--- src/rtl/uart_tx_arbiter.sv ---
// uart_tx_arbiter
//   Round-robin scheduler that shares one uart_tx between NUM_REQ sample
//   producers. Each granted 16-bit sample goes out as a framed byte sequence:
//   header {HDR_TAG, idx[3:0]}, MSB, LSB, and optionally a checksum byte.
//
//   Build option: define UART_ARB_CHECKSUM_EN to append a 4th byte equal to
//   header ^ MSB ^ LSB. Without it the frame is 3 bytes and no checksum logic
//   is built.
//
// Ports
//   in_Clock       system clock
//   in_Reset       asynchronous, active-high reset
//   in_Req         per-requester sample valid, held until the matching Ack
//   in_Data        16 bits per requester, requester i at [16*i+15:16*i]
//   out_Ack        one-cycle pulse when requester i's sample is latched
//   out_Tx_DV      byte-valid pulse to uart_tx
//   out_Tx_Byte    byte to uart_tx
//   in_Tx_Active   uart_tx out_Tx_Active
//   in_Tx_Done     uart_tx out_Tx_Done
//   out_Busy       high whenever the scheduler is not idle
//   out_Frame_Cnt  completed frame count, wraps

module uart_tx_arbiter #(
   parameter int unsigned NUM_REQ = 4,
   parameter logic [3:0]  HDR_TAG = 4'hA
) (
   input  logic                    in_Clock,
   input  logic                    in_Reset,
   input  logic [NUM_REQ-1:0]      in_Req,
   input  logic [16*NUM_REQ-1:0]   in_Data,
   output logic [NUM_REQ-1:0]      out_Ack,
   output logic                    out_Tx_DV,
   output logic [7:0]              out_Tx_Byte,
   input  logic                    in_Tx_Active,
   input  logic                    in_Tx_Done,
   output logic                    out_Busy,
   output logic [15:0]             out_Frame_Cnt
);

   localparam int unsigned IDW = (NUM_REQ > 1) ? $clog2(NUM_REQ) : 1;

`ifdef UART_ARB_CHECKSUM_EN
   localparam logic [1:0] LAST_BYTE = 2'd3;
`else
   localparam logic [1:0] LAST_BYTE = 2'd2;
`endif

   typedef enum logic [2:0] {
      ST_IDLE,
      ST_GRANT,
      ST_LOAD,
      ST_WAIT_START,
      ST_WAIT_DONE,
      ST_RELEASE
   } state_t;

   state_t          state;
   logic [IDW-1:0]  rr_ptr;
   logic [IDW-1:0]  cur_idx;
   logic [15:0]     cur_data;
   logic [1:0]      byte_idx;

   logic [15:0]     req_word [NUM_REQ];
   logic            sel_found;
   logic [IDW-1:0]  sel_idx;
   logic [IDW-1:0]  next_ptr;
   logic [7:0]      hdr_byte;

   for (genvar g = 0; g < NUM_REQ; g++) begin : g_unpack
      assign req_word[g] = in_Data[16*g +: 16];
   end

   // First requester at or after rr_ptr; the wrap is an explicit subtract so
   // non power-of-two NUM_REQ works.
   always_comb begin : p_select
      int unsigned cand;
      sel_found = 1'b0;
      sel_idx   = '0;
      cand      = 0;
      for (int unsigned i = 0; i < NUM_REQ; i++) begin
         cand = 32'(rr_ptr) + i;
         if (cand >= NUM_REQ) cand = cand - NUM_REQ;
         if (!sel_found && in_Req[IDW'(cand)]) begin
            sel_found = 1'b1;
            sel_idx   = IDW'(cand);
         end
      end
   end

   always_comb begin
      next_ptr = (sel_idx == IDW'(NUM_REQ - 1)) ? '0 : sel_idx + 1'b1;
      hdr_byte = {HDR_TAG, 4'(cur_idx)};
   end

   always_ff @(posedge in_Clock or posedge in_Reset) begin
      if (in_Reset) begin
         state         <= ST_IDLE;
         rr_ptr        <= '0;
         cur_idx       <= '0;
         cur_data      <= '0;
         byte_idx      <= '0;
         out_Ack       <= '0;
         out_Tx_DV     <= 1'b0;
         out_Tx_Byte   <= '0;
         out_Busy      <= 1'b0;
         out_Frame_Cnt <= '0;
      end else begin
         out_Ack   <= '0;
         out_Tx_DV <= 1'b0;
         case (state)
            // uart_tx has no reset: a byte in flight across our reset must
            // drain (Active and Done both low) before a new grant.
            ST_IDLE: begin
               if ((|in_Req) && !in_Tx_Active && !in_Tx_Done) begin
                  state    <= ST_GRANT;
                  out_Busy <= 1'b1;
               end
            end
            ST_GRANT: begin
               if (sel_found) begin
                  cur_idx          <= sel_idx;
                  cur_data         <= req_word[sel_idx];
                  out_Ack[sel_idx] <= 1'b1;
                  rr_ptr           <= next_ptr;
                  byte_idx         <= '0;
                  state            <= ST_LOAD;
               end else begin
                  state    <= ST_IDLE;
                  out_Busy <= 1'b0;
               end
            end
            ST_LOAD: begin
               case (byte_idx)
                  2'd0:    out_Tx_Byte <= hdr_byte;
                  2'd1:    out_Tx_Byte <= cur_data[15:8];
                  2'd2:    out_Tx_Byte <= cur_data[7:0];
`ifdef UART_ARB_CHECKSUM_EN
                  default: out_Tx_Byte <= hdr_byte ^ cur_data[15:8] ^ cur_data[7:0];
`else
                  default: out_Tx_Byte <= '0;
`endif
               endcase
               out_Tx_DV <= 1'b1;
               state     <= ST_WAIT_START;
            end
            ST_WAIT_START: begin
               if (in_Tx_Active) state <= ST_WAIT_DONE;
            end
            ST_WAIT_DONE: begin
               if (in_Tx_Done) state <= ST_RELEASE;
            end
            // Wait out the whole Done pulse so the next DV meets an idle uart_tx.
            ST_RELEASE: begin
               if (!in_Tx_Done) begin
                  if (byte_idx == LAST_BYTE) begin
                     out_Frame_Cnt <= out_Frame_Cnt + 16'd1;
                     state         <= ST_IDLE;
                     out_Busy      <= 1'b0;
                  end else begin
                     byte_idx <= byte_idx + 2'd1;
                     state    <= ST_LOAD;
                  end
               end
            end
            default: begin
               state    <= ST_IDLE;
               out_Busy <= 1'b0;
            end
         endcase
      end
   end

endmodule
--- config.mk ---
export PLATFORM = sky130hd
export DESIGN_NAME = uart_tx_arbiter
export DESIGN_NICKNAME = d
export VERILOG_FILES = /design/src/rtl/uart_tx_arbiter.sv
export SDC_FILE = /design/constraint.sdc
export NUM_CORES = 1
export LEC_CHECK = 0
export CAP_MARGIN = 5
export CORE_ASPECT_RATIO = 1.4
export CORE_MARGIN = 10
export CORE_UTILIZATION = 30
export CTS_CLUSTER_DIAMETER = 150
export CTS_CLUSTER_SIZE = 28
export DETAILED_ROUTE_END_ITERATION = 8
export PLACE_DENSITY = 0.64
export SLEW_MARGIN = 0
export SYNTH_ARGS = -nofsm -noshare
export SYNTH_HDL_FRONTEND = slang
export SYNTH_SLANG_ARGS = --single-unit
export TNS_END_PERCENT = 20
--- constraint.sdc ---
create_clock -name in_Clock -period 2.5 [get_ports in_Clock]
set_input_delay 0.5 -clock in_Clock [delete_from_list [all_inputs] [get_ports in_Clock]]
set_output_delay 0.5 -clock in_Clock [all_outputs]
set_load 0.02 [all_outputs]
==> impl_metrics.csv, run 1 <==
group,metric,value,unit
worst_setup_path,critPathSlowestCell,"nor2_4",
timing,finalMaxSlewViolations,0,
die,io_pins,102,
power_and_ir_drop,p_int,2.37,mW
timing,finalCriticalPeriod,2.20,ns
cts,htreeDepth,2,
route,drc,0,
logic_synthesis,ys_ff_latch,55,
hold_path,worst_hold_startpoint,"out_Frame_Cnt[15]",
timing,setup_slack,0.299,ns
cts,post-cts-setup-buffer-count,0,
run_status,outcome,"completed",
route,maxUsedRoutingLayer,"met4",
worst_setup_path,worst_path_largest_cell_delay,0.55,ns
logic_synthesis,ys_seq_area_frac,0.468,
logic_synthesis,synth_fp_nets,360,
logic_synthesis,syn_area,2940,µm²
cts,cts_resized,0,
finish,fin_nets,463,
cts,cts_hold_buf,0,
logic_synthesis,synth_cell_type_count,50,
placed_design,dp_hpwl,6.68,mm
route,via_per_inst,4.78,
worst_setup_path,path_cells,"clkdlybuf4s50_1 > mux2i_1 > o22ai_1 > nor2_4 > ha_1 > nand2_1 > nand2_1",
global_route,grt_start_max_net_pins,26,
power_and_ir_drop,p_leak,1.81,nW
worst_setup_path,required,2.69,ns
worst_setup_path,crit_path_start,"in_Req[2]",
timing,tightest_slew,0.641,ns
placed_design,port_buffers,101,
cts,cts-root-buf,"clkbuf_16",
timing,clock.fmax,0.454,GHz
power_and_ir_drop,combPwrFrac,0.396,
global_route,gr-usage-all-layers,0.113,
die,die_h,137,µm
finish,final_common_cell,"clkdlybuf4s50_1",
worst_setup_path,end_kind,"flop",
die,die_area,14200,µm²
cts,cts_sinks,55,
timing,hold_ws,0.466,ns
cts,cts_inserted_buffers,5,
worst_setup_path,critPathArrivalTime,2.39,ns
power_and_ir_drop,swShare,0.355,
worst_setup_path,cp_max_fo,17,
finish,n_antenna_cell,0,
power_and_ir_drop,sequentialPowerShare,0.383,
placed_design,pre_cts_ws,-0.0182,ns
route,vias,2478,
logic_synthesis,yosys-top-cells-area,"dfrtp_1, mux2i_1, nand2_1",
logic_synthesis,yosys_warnings,0,
global_route,grt_pass1_vias,2657,
global_route,grt_pass1_wl,13.2,mm
finish,syn_to_final_growth,45.3,%
finish,drive_gt1_frac,0.101,
timing,slew_headroom,0.572,
worst_setup_path,criticalPathCategory,"input pin to flop",
logic_synthesis,synthCells,282,
logic_synthesis,synth_edf_count,0,
die,die_w,104,µm
logic_synthesis,synth-main-ff-cell,"dfrtp_1",
logic_synthesis,yosys.area.top_type,"dfrtp_1",
die,start_util,0.309,
route,antenna_left,0,
route,drtIter0Drc,146,
power_and_ir_drop,vdd_drop_max,423,µV
route,avgRoutedWirePerCell,15.9,µm
route,met3WireLength,466,µm
timing,fin_crit_sh,0.880,
global_route,grt_antenna_before_repair,0,
cts,clk_latency,0.29,ns
logic_synthesis,ys_async_sr_fraction,1.00,
logic_synthesis,yosysTopAreaCellShare,0.468,
worst_setup_path,cp_common_cell,"nand2_1",
cts,clk_pin_slew,0.07,ns
route,wl_met2,4.32,mm
route,drt_wl_total,8.22,mm
timing,fin_skew,0.00444,ns
route,drt-met1-wl,3.31,mm
timing,rsz0062_at_grt,"false",
power_and_ir_drop,pwr-share-clk,0.222,
flow_run,maxCapViolations,0,
timing,setup-violations-final,0,
cts,cts_tree,"built",
finish,n_fill_cell,961,
power_and_ir_drop,switching_power,1.30,mW
global_route,grt-ovfl-total,0,
cts,cts_max_path_buffers,2,
power_and_ir_drop,power_density,859,nW/µm²
die,core.rowCount,42,
route,drt_pass1_iterations,5,
placed_design,place_congestion,0.789,
worst_setup_path,startpoint_type,"input pin",
die,core_area,9510,µm²
logic_synthesis,syn_area_per_cell,10.4,µm²
hold_path,hp-class,"flop to flop",
finish,layout.cells.most_common_list,"clkdlybuf4s50_1, dfrtp_1, nand2_1",
timing,final-hold-violation-count,0,
worst_setup_path,rr_startpoint,"rr_ptr[1]",
## worst max-delay path, delay by kind of cell
kind / cells / cell delay, ns
compound gates: 1 / 0.17
mux: 1 / 0.20
fa+ha+maj: 1 / 0.34
simple gates: 3 / 0.65
buf+inv: 1 / 0.53
## logic make-up (layout without fill, tap and decap cells)
logic type,after synthesis,after routing,share of synthesized area
adders and majority gates,6,6,0.0256
DFF,55,55,0.468
xor gates and xnor gates,15,15,0.0447
AOI/OAI and AO/OA,71,71,0.190
and+or+nand+nor,90,90,0.155
buffers and inverters,26,130,0.0515
muxes,19,19,0.0652
## final timing paths
path,slack [ns],cells past startpoint,to
min in group asynchronous,0.57,2,out_Ack[1]
worst max-delay path,0.30,7,rr_ptr[1]
max in group asynchronous,1.39,3,byte_idx[1]
worst min-delay path,0.47,1,out_Frame_Cnt[15]
worst min register to register,0.47,1,out_Frame_Cnt[15]
worst max register to register,0.47,6,rr_ptr[1]
## power by group through the flow
stage                     registers [mW]  clock network (mW)  logic, mW
after global placement              1.41                   0       1.45
after CTS                           1.41               0.826       1.48
final                               1.40               0.813       1.45
after detailed placement            1.42                   0       1.48
after global routing                1.45               0.867       1.62
after floorplan                     1.41                   0      0.988
## routing by layer
| metal | up-vias | GRT usage |
|---|---|---|
| li1 | 1220 | - |
| met2 | 74 | 0.205 |
| met4 | 0 | 0.0354 |
| met1 | 1174 | 0.124 |
| met3 | 10 | 0.0325 |
| met5 | - | 0 |
## layout make-up
type | count | area [µm²] | area share
inverters | 10 | 37.5 | 0.00879
clock inverters | 2 | 35.0 | 0.00821
clock buffers | 6 | 139 | 0.0325
flip-flops and latches | 55 | 1380 | 0.322
repair buffers | 112 | 1110 | 0.259
well taps | 132 | 165 | 0.0387
multi-input cells | 201 | 1410 | 0.330
## stage by stage
stage | instances | cell area, µm² | total power [mW] | util | setup TNS [ns]
after global routing | 518 | 4270 | 3.93 | 0.449 | 0
after global placement | 510 | 4100 | 2.86 | 0.431 | 0
after detailed placement | 510 | 4100 | 2.90 | 0.431 | -0.0182
final | 518 | 4270 | 3.67 | 0.449 | 0
after CTS | 518 | 4270 | 3.71 | 0.449 | 0
after floorplan | 282 | 2940 | 2.40 | - | 0
## synthesized netlist by cell type (6+ instances only)
| library cell | number |
|---|---|
| a21oi_1 | 7 |
| a22oi_1 | 11 |
| a22oi_2 | 9 |
| dfrtp_1 | 55 |
| ha_1 | 6 |
| inv_1 | 10 |
| mux2i_1 | 18 |
| nand2_1 | 47 |
| nor2_1 | 9 |
| o211ai_1 | 16 |
| o21ai_0 | 8 |
| xnor2_1 | 11 |
## registers in the layout (all words and copies together) (netlist names)
register / count
out_Tx_Byte: 8
cur_idx: 2
out_Busy: 1
byte_idx: 2
out_Tx_DV: 1
out_Ack: 4
state: 3
rr_ptr: 2
out_Frame_Cnt: 16
cur_data: 16
Note: power is estimated with default switching activity, not from simulation.
==> run 2: changes to the inputs <==
Settings changed: GPL_TIMING_DRIVEN from default to 0.
==> impl_metrics.csv, run 2 (same netlist as run 1, synthesis figures left out) <==
group,metric,value,unit
worst_setup_path,cp_max_fo,10,
route,avgRoutedWirePerCell,15.8,µm
cts,post-cts-setup-buffer-count,0,
die,io_pins,102,
die,start_util,0.309,
timing,finalCriticalPeriod,2.14,ns
hold_path,hp-class,"flop to flop",
timing,fin_crit_sh,0.858,
hold_path,holdPathEnd,"out_Frame_Cnt[15]",
hold_path,whs_path_depth,1,
finish,n_antenna_cell,0,
finish,utilization,0.449,
cts,cts_resized,0,
worst_setup_path,required,2.67,ns
finish,final_common_cell,"clkdlybuf4s50_1",
worst_setup_path,criticalPathCategory,"input pin to flop",
global_route,grt_pass1_wl,13.4,mm
timing,final-hold-violation-count,0,
route,antenna_left,0,
worst_setup_path,r2r-end,"out_Frame_Cnt[14]",
route,drc,0,
placed_design,place_congestion,0.781,
route,drt_wl_total,8.25,mm
cts,cts-root-buf,"clkbuf_16",
worst_setup_path,critPathArrivalTime,2.32,ns
timing,rsz0062_at_grt,"false",
global_route,grt-ovfl-total,0,
cts,cts_tree,"built",
timing,fin_skew,0.00688,ns
timing,hold_ws,0.467,ns
route,via_per_inst,4.80,
worst_setup_path,rrSetupSlack,0.62,ns
global_route,grt_start_max_net_pins,33,
placed_design,dp_hpwl,6.61,mm
global_route,grt_antenna_before_repair,0,
timing,finalMaxSlewViolations,0,
finish,syn_to_final_growth,45.3,%
timing,slew_headroom,0.655,
worst_setup_path,end_kind,"flop",
cts,cts_sinks,55,
route,drt_pass1_iterations,4,
timing,setup-tns-final,0,ns
run_status,outcome,"completed",
cts,htreeDepth,2,
route,vias,2505,
cts,cts_inserted_buffers,5,
route,drtIter0Drc,144,
power_and_ir_drop,power_density,860,nW/µm²
worst_setup_path,startpoint_type,"input pin",
worst_setup_path,reg2reg_depth,7,
die,die_w,104,µm
cts,cts_hold_buf,0,
finish,layout.cells.most_common_list,"clkdlybuf4s50_1, dfrtp_1, nand2_1",
die,core_area,9510,µm²
hold_path,worst_hold_startpoint,"out_Frame_Cnt[15]",
flow_run,maxCapViolations,0,
placed_design,port_buffers,99,
cts,cts_max_path_buffers,2,
cts,clk_pin_slew,0.07,ns
global_route,grt_pass1_vias,2720,
power_and_ir_drop,vdd_drop_max,368,µV
global_route,gr-usage-all-layers,0.114,
die,die_h,137,µm
timing,tightest_slew,0.517,ns
cts,clk_latency,0.30,ns
power_and_ir_drop,p_leak,1.80,nW
finish,fin_nets,467,
die,core.rowCount,42,
timing,clock.fmax,0.466,GHz
finish,drive_gt1_frac,0.105,
worst_setup_path,rr_startpoint,"byte_idx[0]",
finish,top_regs,"cur_data x16, out_Frame_Cnt x16, out_Tx_Byte x8",
die,die_area,14200,µm²
timing,setup-violations-final,0,
power_and_ir_drop,power,3.67,mW
## run 2: power by group
| group | switching [mW] | total (mW) | internal, mW |
|---|---|---|---|
| sequential | 0.171 | 1.33 | 1.16 |
| combinational | 0.855 | 1.61 | 0.758 |
| clock | 0.324 | 0.725 | 0.401 |
## run 2: final cells by class
type                            count  area, µm²
Clock inverter                      2       16.3
Fill cell                         946       5240
Tap cell                          132        165
Multi-Input combinational cell    201       1410
Inverter                           10       37.5
Clock buffer                        6        139
Sequential cell                    55       1380
Buffer                             16        114
Timing Repair Buffer              100       1010
## run 2: critical path: stages
cell and delay (ns):
clkdlybuf4s50_1 0.53, mux2i_1 0.19, o22ai_1 0.16, nor2_4 0.33, buf_6 0.23, mux2i_1 0.26
o211ai_1 0.11
## run 2: worst max-delay path by stage
| stage | depth (start not counted) | to | slack, ns | from |
|---|---|---|---|---|
| 2_1_floorplan | 7 | cur_data[8] | 0.65 | in_Req[1] |
| 3_3_place_gp | 2 | out_Frame_Cnt[7] | -0.39 | in_Reset |
| 3_5_place_dp | 7 | cur_data[1] | 0.02 | in_Req[2] |
| 4_1_cts | 7 | cur_data[1] | 0.32 | in_Req[2] |
| 5_1_grt | 7 | cur_data[1] | 0.16 | in_Req[2] |
| 6_report | 7 | cur_data[1] | 0.36 | in_Req[2] |
## run 2: layer usage
metal,share of wire,global-route usage
met1,0.41,0.127
met2,0.52,0.206
met3,0.059,0.0311
met4,0.012,0.0377
met5,0,0
## run 2: per-stage QoR
step | cell area (µm²) | setup slack, ns | std cells
6_report | 4270 | 0.356 | 522
4_1_cts | 4270 | 0.324 | 522
3_3_place_gp | 4090 | -0.393 | 513
5_1_grt | 4270 | 0.163 | 522
3_5_place_dp | 4110 | 0.0180 | 514
2_1_floorplan | 2940 | 0.650 | 282
==> patch 1: new RTL, settings of run 2 <==
The option `UART_ARB_CHECKSUM_EN` is turned on by a define.
--- a/src/rtl/uart_tx_arbiter.sv
+++ b/src/rtl/uart_tx_arbiter.sv
@@ -19,6 +19,8 @@
 //   in_Tx_Done     uart_tx out_Tx_Done
 //   out_Busy       high whenever the scheduler is not idle
 //   out_Frame_Cnt  completed frame count, wraps
+
+`define UART_ARB_CHECKSUM_EN
 
 module uart_tx_arbiter #(
    parameter int unsigned NUM_REQ = 4,
Check against the original RTL: no difference found for any inputs over 10 cycles, from zero or initial values and one cycle with in_Reset high; that may be too few to reach the edited logic, so the function may still have changed.
==> patch 1 against run 2 <==
  * Count of clock-buffer cells in the layout decreased by 1
  * Register-to-register slack got worse by 0.21 ns
  * Cell area increased by 6.9%
  * Critical endpoint unchanged
  * Critical path depth unchanged
  * Routed wire length increased by 12%
  * Clock skew decreased by 0.0038 ns
  * Sequential cell count unchanged
  * Synthesized area increased by 8.4%
  * Sequential share of layout area decreased by 2.1 points
  * Clock power increased by 6.9%
  * Power increased by 16%
  * Worst setup slack got worse by 0.21 ns
==> patch 1: results (changes against run 2) <==
Run status
  • Outcome: completed

CTS
  • Clk root buf: clkbuf_16
  • CTS Buf Count: 5 (unchanged)
  • Post-CTS setup buffers: 0 (unchanged)
  • Clock Tree Buf Depth: 2 (unchanged)
  • Clock Pin Slew Worst Setup and Hold Paths: 0.07 ns (about the same)
  • TritonCTS Sinks: 55 (unchanged)

Placement
  • Post-place setup slack: -0.253 ns (-0.271 ns)
  • GP Congestion: 0.824 (+5.5%)
  • I/O Buffers: 101 (+2.0%)
  • Detail Placement HPWL: 7.54 mm (+14%)

Detailed routing
  • Final wirelength: 9.24 mm (+12%)
  • 1st-iter DRT viols: 113 (-22%)
  • DRT Pass-1 Iters: 4 (unchanged)
  • DR vias: 2,911 (+16%)

Logic synthesis
  • Register area share after synthesis: 0.432 (-0.0363)
  • Net Count, Synth: 410 (+14%)
  • Library cells used by synthesis: 49 (-2.0%)
  • Main area contributors after synthesis: dfrtp_1 43%, nor2_1 4.7%, a21oi_1 4.6%
  • Asr flop ratio synth: 1.00 (unchanged)
  • Multiplexer share of the synthesized area: 0.0715 (+0.00635)
  • Adder-Cell Fraction of Synth Area: 0.0236 (-0.00198)
  • Synth Area in Compound Gates: 0.200 (+0.00966)
  • XOR/XNOR Fraction of Synth Area: 0.0468 (+0.00204)
  • Synth Warn #: 0 (unchanged)
  • Commonest cells in the netlist: 55 x dfrtp_1, 40 x nor2_1, 30 x nand2_1

STA
  • Final clock skew: 0.00306 ns (-0.00381 ns)
  • Min Hold Slack: 0.473 ns (+0.00513 ns)
  • Final TNS setup: 0 ns (unchanged)
  • Number of failing hold endpoints at the final stage: 0 (unchanged)
  • Max Freq: 424 MHz (-9.0%)
  • Rel. slew slack: 0.596 (-0.0591)

Pwr
  • Pleak: 1.92 nW (+6.6%)
  • Worst VDD drop: 408 uV (+11%)

GRT
  • GRT Util Overall: 0.119 (+0.00539)
  • Initial antenna violation count: 0 (unchanged)
  • Largest net degree at the start of global routing: 30 (-9.1%)
  • Global-route wire length before repair: 14.8 mm (+11%)
  • Grt ovf: 0 (unchanged)
  • Vias in the first global route: 3,059 (+12%)

Worst setup path
  • Arrival time at the worst endpoint: 2.53 ns (+0.21 ns)
  • CP Max Fanout: 10 (unchanged)
  • R2r setup slk: 0.41 ns (-0.21 ns)

Final layout
  • Layout cells sized above 1: 0.107 (+0.00145)
  • # nets final: 519 (+11%)
  • Fillers: 996 (+5.3%)
  • Largest regs: cur_data: 16 flops, out_Frame_Cnt: 16 flops, out_Tx_Byte: 8 flops
  • N_diodes: 0 (unchanged)

Worst hold path
  • HP Class: flop to flop
-- patch 1: changes by cell type after synthesis, sizes merged, moves of 12 or more --
cell           run 2  this run
nor2              11        40
a21oi              7        29
nand2             49        30
a22oi             20         5
a221o              0        12
mux2               1        13
o211ai            17         5
o21ai              8        20
-- patch 1: path summary, 6_finish.rpt --
path / startpoint / end / cells past startpoint
worst max-delay path: in_Req[2] / cur_data[1] / 7
worst min-delay path: out_Frame_Cnt[15] / out_Frame_Cnt[15] / 1
worst max register to register: state[1] / byte_idx[1] / 6
worst min register to register: out_Frame_Cnt[15] / out_Frame_Cnt[15] / 1
max in group asynchronous: in_Reset / rr_ptr[1] / 3
min in group asynchronous: in_Reset / out_Ack[0] / 2
-- patch 1: metal layers --
metal	share of wire	GRT usage
met1	0.38	0.123
met2	0.54	0.226
met3	0.065	0.0313
met4	0.014	0.0365
met5	0	0
-- patch 1: kinds of logic (layout without fill, tap and decap cells) --
family          count (synthesis)  count (layout)
flops                          55              55
xor+xnor                       17              17
mux                            20              20
simple gates                  117             117
fa+ha+maj                       6               6
buf+inv                        23             132
compound gates                 94              94
-- patch 1: where the power goes --
group / leakage, nW / switching (mW) / internal (mW)
clock network: 0.0759 / 0.308 / 0.467
logic: 1.14 / 1.09 / 0.983
registers: 0.695 / 0.249 / 1.18
total: 1.92 / 1.64 / 2.63
-- patch 1: cell type report --
type                            count  area [um2]  area share
Buffer                             14        77.6      0.0170
Clock buffer                        5         125      0.0274
Clock inverter                      2        37.5     0.00822
Inverter                            9        33.8     0.00740
Multi-Input combinational cell    254        1710       0.375
Sequential cell                    55        1380       0.301
Tap cell                          138         173      0.0378
Timing Repair Buffer              102        1030       0.226
-- patch 1: worst max-delay path, stage by stage --
cell             delay, ns
clkdlybuf4s50_1       0.61
nand2b_1              0.13
a21o_4                0.25
nand3_4               0.19
buf_6                 0.21
mux2_4                0.32
a221o_1               0.31
-- patch 1: what timing repair did --
action,4_1_cts,5_1_grt
endpoints found under the setup margin,0,13
hold buffers,0,0
gates resized for setup,0,2
-- patch 1: through the flow --
step / cell area, um2 / total power [mW] / instances / utilization
3_5_place_dp: 4390 / 3.51 / 572 / 0.422
6_report: 4570 / 4.28 / 579 / 0.439
4_1_cts: 4550 / 4.29 / 579 / 0.437
3_3_place_gp: 4370 / 3.46 / 571 / 0.420
5_1_grt: 4570 / 4.59 / 579 / 0.439
2_1_floorplan: 3180 / 2.81 / 332 / -
==> patch 2: new RTL, flow settings as in run 2 <==
Without the edit above. Reset style: synchronous (`in_Reset`), changed in one clocked block. Comments in the files are not updated.
--- a/src/rtl/uart_tx_arbiter.sv
+++ b/src/rtl/uart_tx_arbiter.sv
@@ -92,7 +92,7 @@
       hdr_byte = {HDR_TAG, 4'(cur_idx)};
    end
 
-   always_ff @(posedge in_Clock or posedge in_Reset) begin
+   always_ff @(posedge in_Clock) begin
       if (in_Reset) begin
          state         <= ST_IDLE;
          rr_ptr        <= '0;
Check against the original RTL: differs if in_Reset is asserted again (counterexample within 4 cycles, from zero or initial values and one cycle with in_Reset high); with in_Reset held inactive, the same outputs for 10 cycles.
==> patch 2 against run 2 <==
  * Power down 20%
  * Synthesized area rose by 3.6%
  * Cell area grew 2.1%
  * Final cell count rose by 14%
  * Sequential cell count stayed put
  * Highest routed layer unchanged
  * Worst setup slack got worse by 0.18 ns
  * Largest cell class unchanged
  * Core utilization shrank 0.84 points
  * Routed wire length up 8.6%
  * Non-clock buffer count rose by 8
==> patch 2: results (changes against run 2) <==
Placement
  • GP Congestion: 0.812 (+4.0%)
  • Detail Placement HPWL: 7.39 mm (+12%)
  • Post-place setup slack: -0.340 ns (-0.358 ns)
  • I/O Buffers: 99 (unchanged)

Logic synthesis
  • Library cells used by synthesis: 52 (+4.0%)
  • Register area share after synthesis: 0.362 (-0.107)
  • Commonest cells in the netlist: 55 x dfxtp_1, 37 x nor2_1, 34 x nand2_1
  • Asr flop ratio synth: 0 (-1.00)
  • Main area contributors after synthesis: dfxtp_1 36%, mux2i_1 6.2%, nor2_1 4.6%
  • Net Count, Synth: 434 (+21%)
  • Synth Warn #: 0 (unchanged)
  • Most used DFF post-synth: dfxtp_1

Worst setup path
  • CP top delay family: buffers and inverters
  • CP Max Fanout: 10 (unchanged)
  • Crit-path slowest cell: clkdlybuf4s50_1
  • Arrival time at the worst endpoint: 2.50 ns (+0.18 ns)
  • Slowest stage delay, CP: 0.46 ns (-0.07 ns)

CTS
  • CTS Buf Count: 5 (unchanged)
  • Post-CTS setup buffers: 1 (+1)
  • Clock Tree Buf Depth: 2 (unchanged)
  • PostCTS Resize Cnt: 0 (unchanged)
  • Clock Pin Slew Worst Setup and Hold Paths: 0.07 ns (about the same)
  • Clk root buf: clkbuf_16
  • Clock Latency Late Sink: 0.30 ns (about the same)
  • Number of H-tree levels: 2 (unchanged)

Pwr
  • Pleak: 1.63 nW (-9.3%)
  • Worst VDD drop: 351 uV (-4.6%)

GRT
  • Initial antenna violation count: 0 (unchanged)
  • Vias in the first global route: 3,057 (+12%)
  • Largest net degree at the start of global routing: 19 (-42%)
  • Global-route wire length before repair: 15.1 mm (+13%)
  • GRT Util Overall: 0.122 (+0.00806)

STA
  • Rel. slew slack: 0.503 (-0.152)
  • Final clock skew: 0.00745 ns (+0.000569 ns)

Final layout
  • N_diodes: 0 (unchanged)
  • # nets final: 541 (+16%)
  • Layout cells sized above 1: 0.0672 (-0.0379)
  • Largest regs: cur_data: 16 flops, out_Frame_Cnt: 16 flops, out_Tx_Byte: 8 flops

Detailed routing
  • DRT Pass-1 Iters: 4 (unchanged)
  • Final wirelength: 8.96 mm (+8.6%)
  • 1st-iter DRT viols: 122 (-15%)
  • Vias per cell: 4.86 (+1.3%)

Run status
  • Outcome: completed

Worst hold path
  • HP Class: flop to flop
[patch 2: cell count changes after synthesis, sizes merged, moves of 8 or more]
cell    delta
nand2     -15
dfrtp     -55
xnor2      -9
clkbuf     +9
nor2      +28
dfxtp     +55
nor3b     +16
xor2       +8
a22oi     -16
o21ai     +12
o21a      +16
a21oi     +13
[patch 2: cell type report]
| class | count | area [um2] |
|---|---|---|
| Multi-Input combinational cell | 267 | 1800 |
| Tap cell | 135 | 169 |
| Inverter | 7 | 26.3 |
| Sequential cell | 55 | 1100 |
| Clock inverter | 3 | 23.8 |
| Timing Repair Buffer | 100 | 998 |
| Buffer | 24 | 119 |
| Fill cell | 1009 | 5540 |
| Clock buffer | 5 | 125 |
[patch 2: metrics by stage]
step           power (mW)  std cells  utilization  cell area, um2
2_1_floorplan        1.89        353            -            3040
3_3_place_gp         2.22        587        0.425            4200
3_5_place_dp         2.24        587        0.425            4200
4_1_cts              2.96        596        0.440            4360
5_1_grt              3.13        596        0.440            4360
6_report             2.93        596        0.440            4360
[patch 2: where the power goes]
group | leakage, nW | switching, mW | internal, mW
Sequential | 0.445 | 0.0880 | 1.01
Clock | 0.0717 | 0.325 | 0.377
Combinational | 1.11 | 0.598 | 0.530
Total | 1.63 | 1.01 | 1.92
[patch 2: path summary, 6_finish.rpt]
path,startpoint,to,slack [ns],depth (start not counted)
worst max-delay path,in_Req[1],cur_data[13],0.17,8
worst min-delay path,cur_idx[1],cur_idx[1],0.47,2
worst max register to register,state[2],cur_data[13],0.55,7
worst min register to register,cur_idx[1],cur_idx[1],0.47,2
[patch 2: logic make-up (layout without fill, tap and decap cells)]
kind of cell / Yosys count / in the layout / share of synthesized area
simple gates: 137 / 137 / 0.257
fa+ha+maj: 9 / 9 / 0.0370
xor+xnor: 14 / 14 / 0.0403
flops: 55 / 55 / 0.362
compound gates: 88 / 88 / 0.194
mux: 19 / 19 / 0.0625
buf+inv: 31 / 139 / 0.0477
[patch 2: metal layers]
layer | up-vias | routed length [um] | track usage
li1 | 1474 | - | -
met1 | 1323 | 3630 | 0.130
met2 | 90 | 4520 | 0.219
met3 | 10 | 655 | 0.0414
met4 | 0 | 159 | 0.0384
met5 | - | 0 | 0
[patch 2: worst min-delay path, delay by kind of cell (launching register included)]
kind,cells,cell delay (ns)
flip-flops,1,0.32
AND/OR/NAND/NOR,1,0.05
AO/OA/AOI/OAI,1,0.06
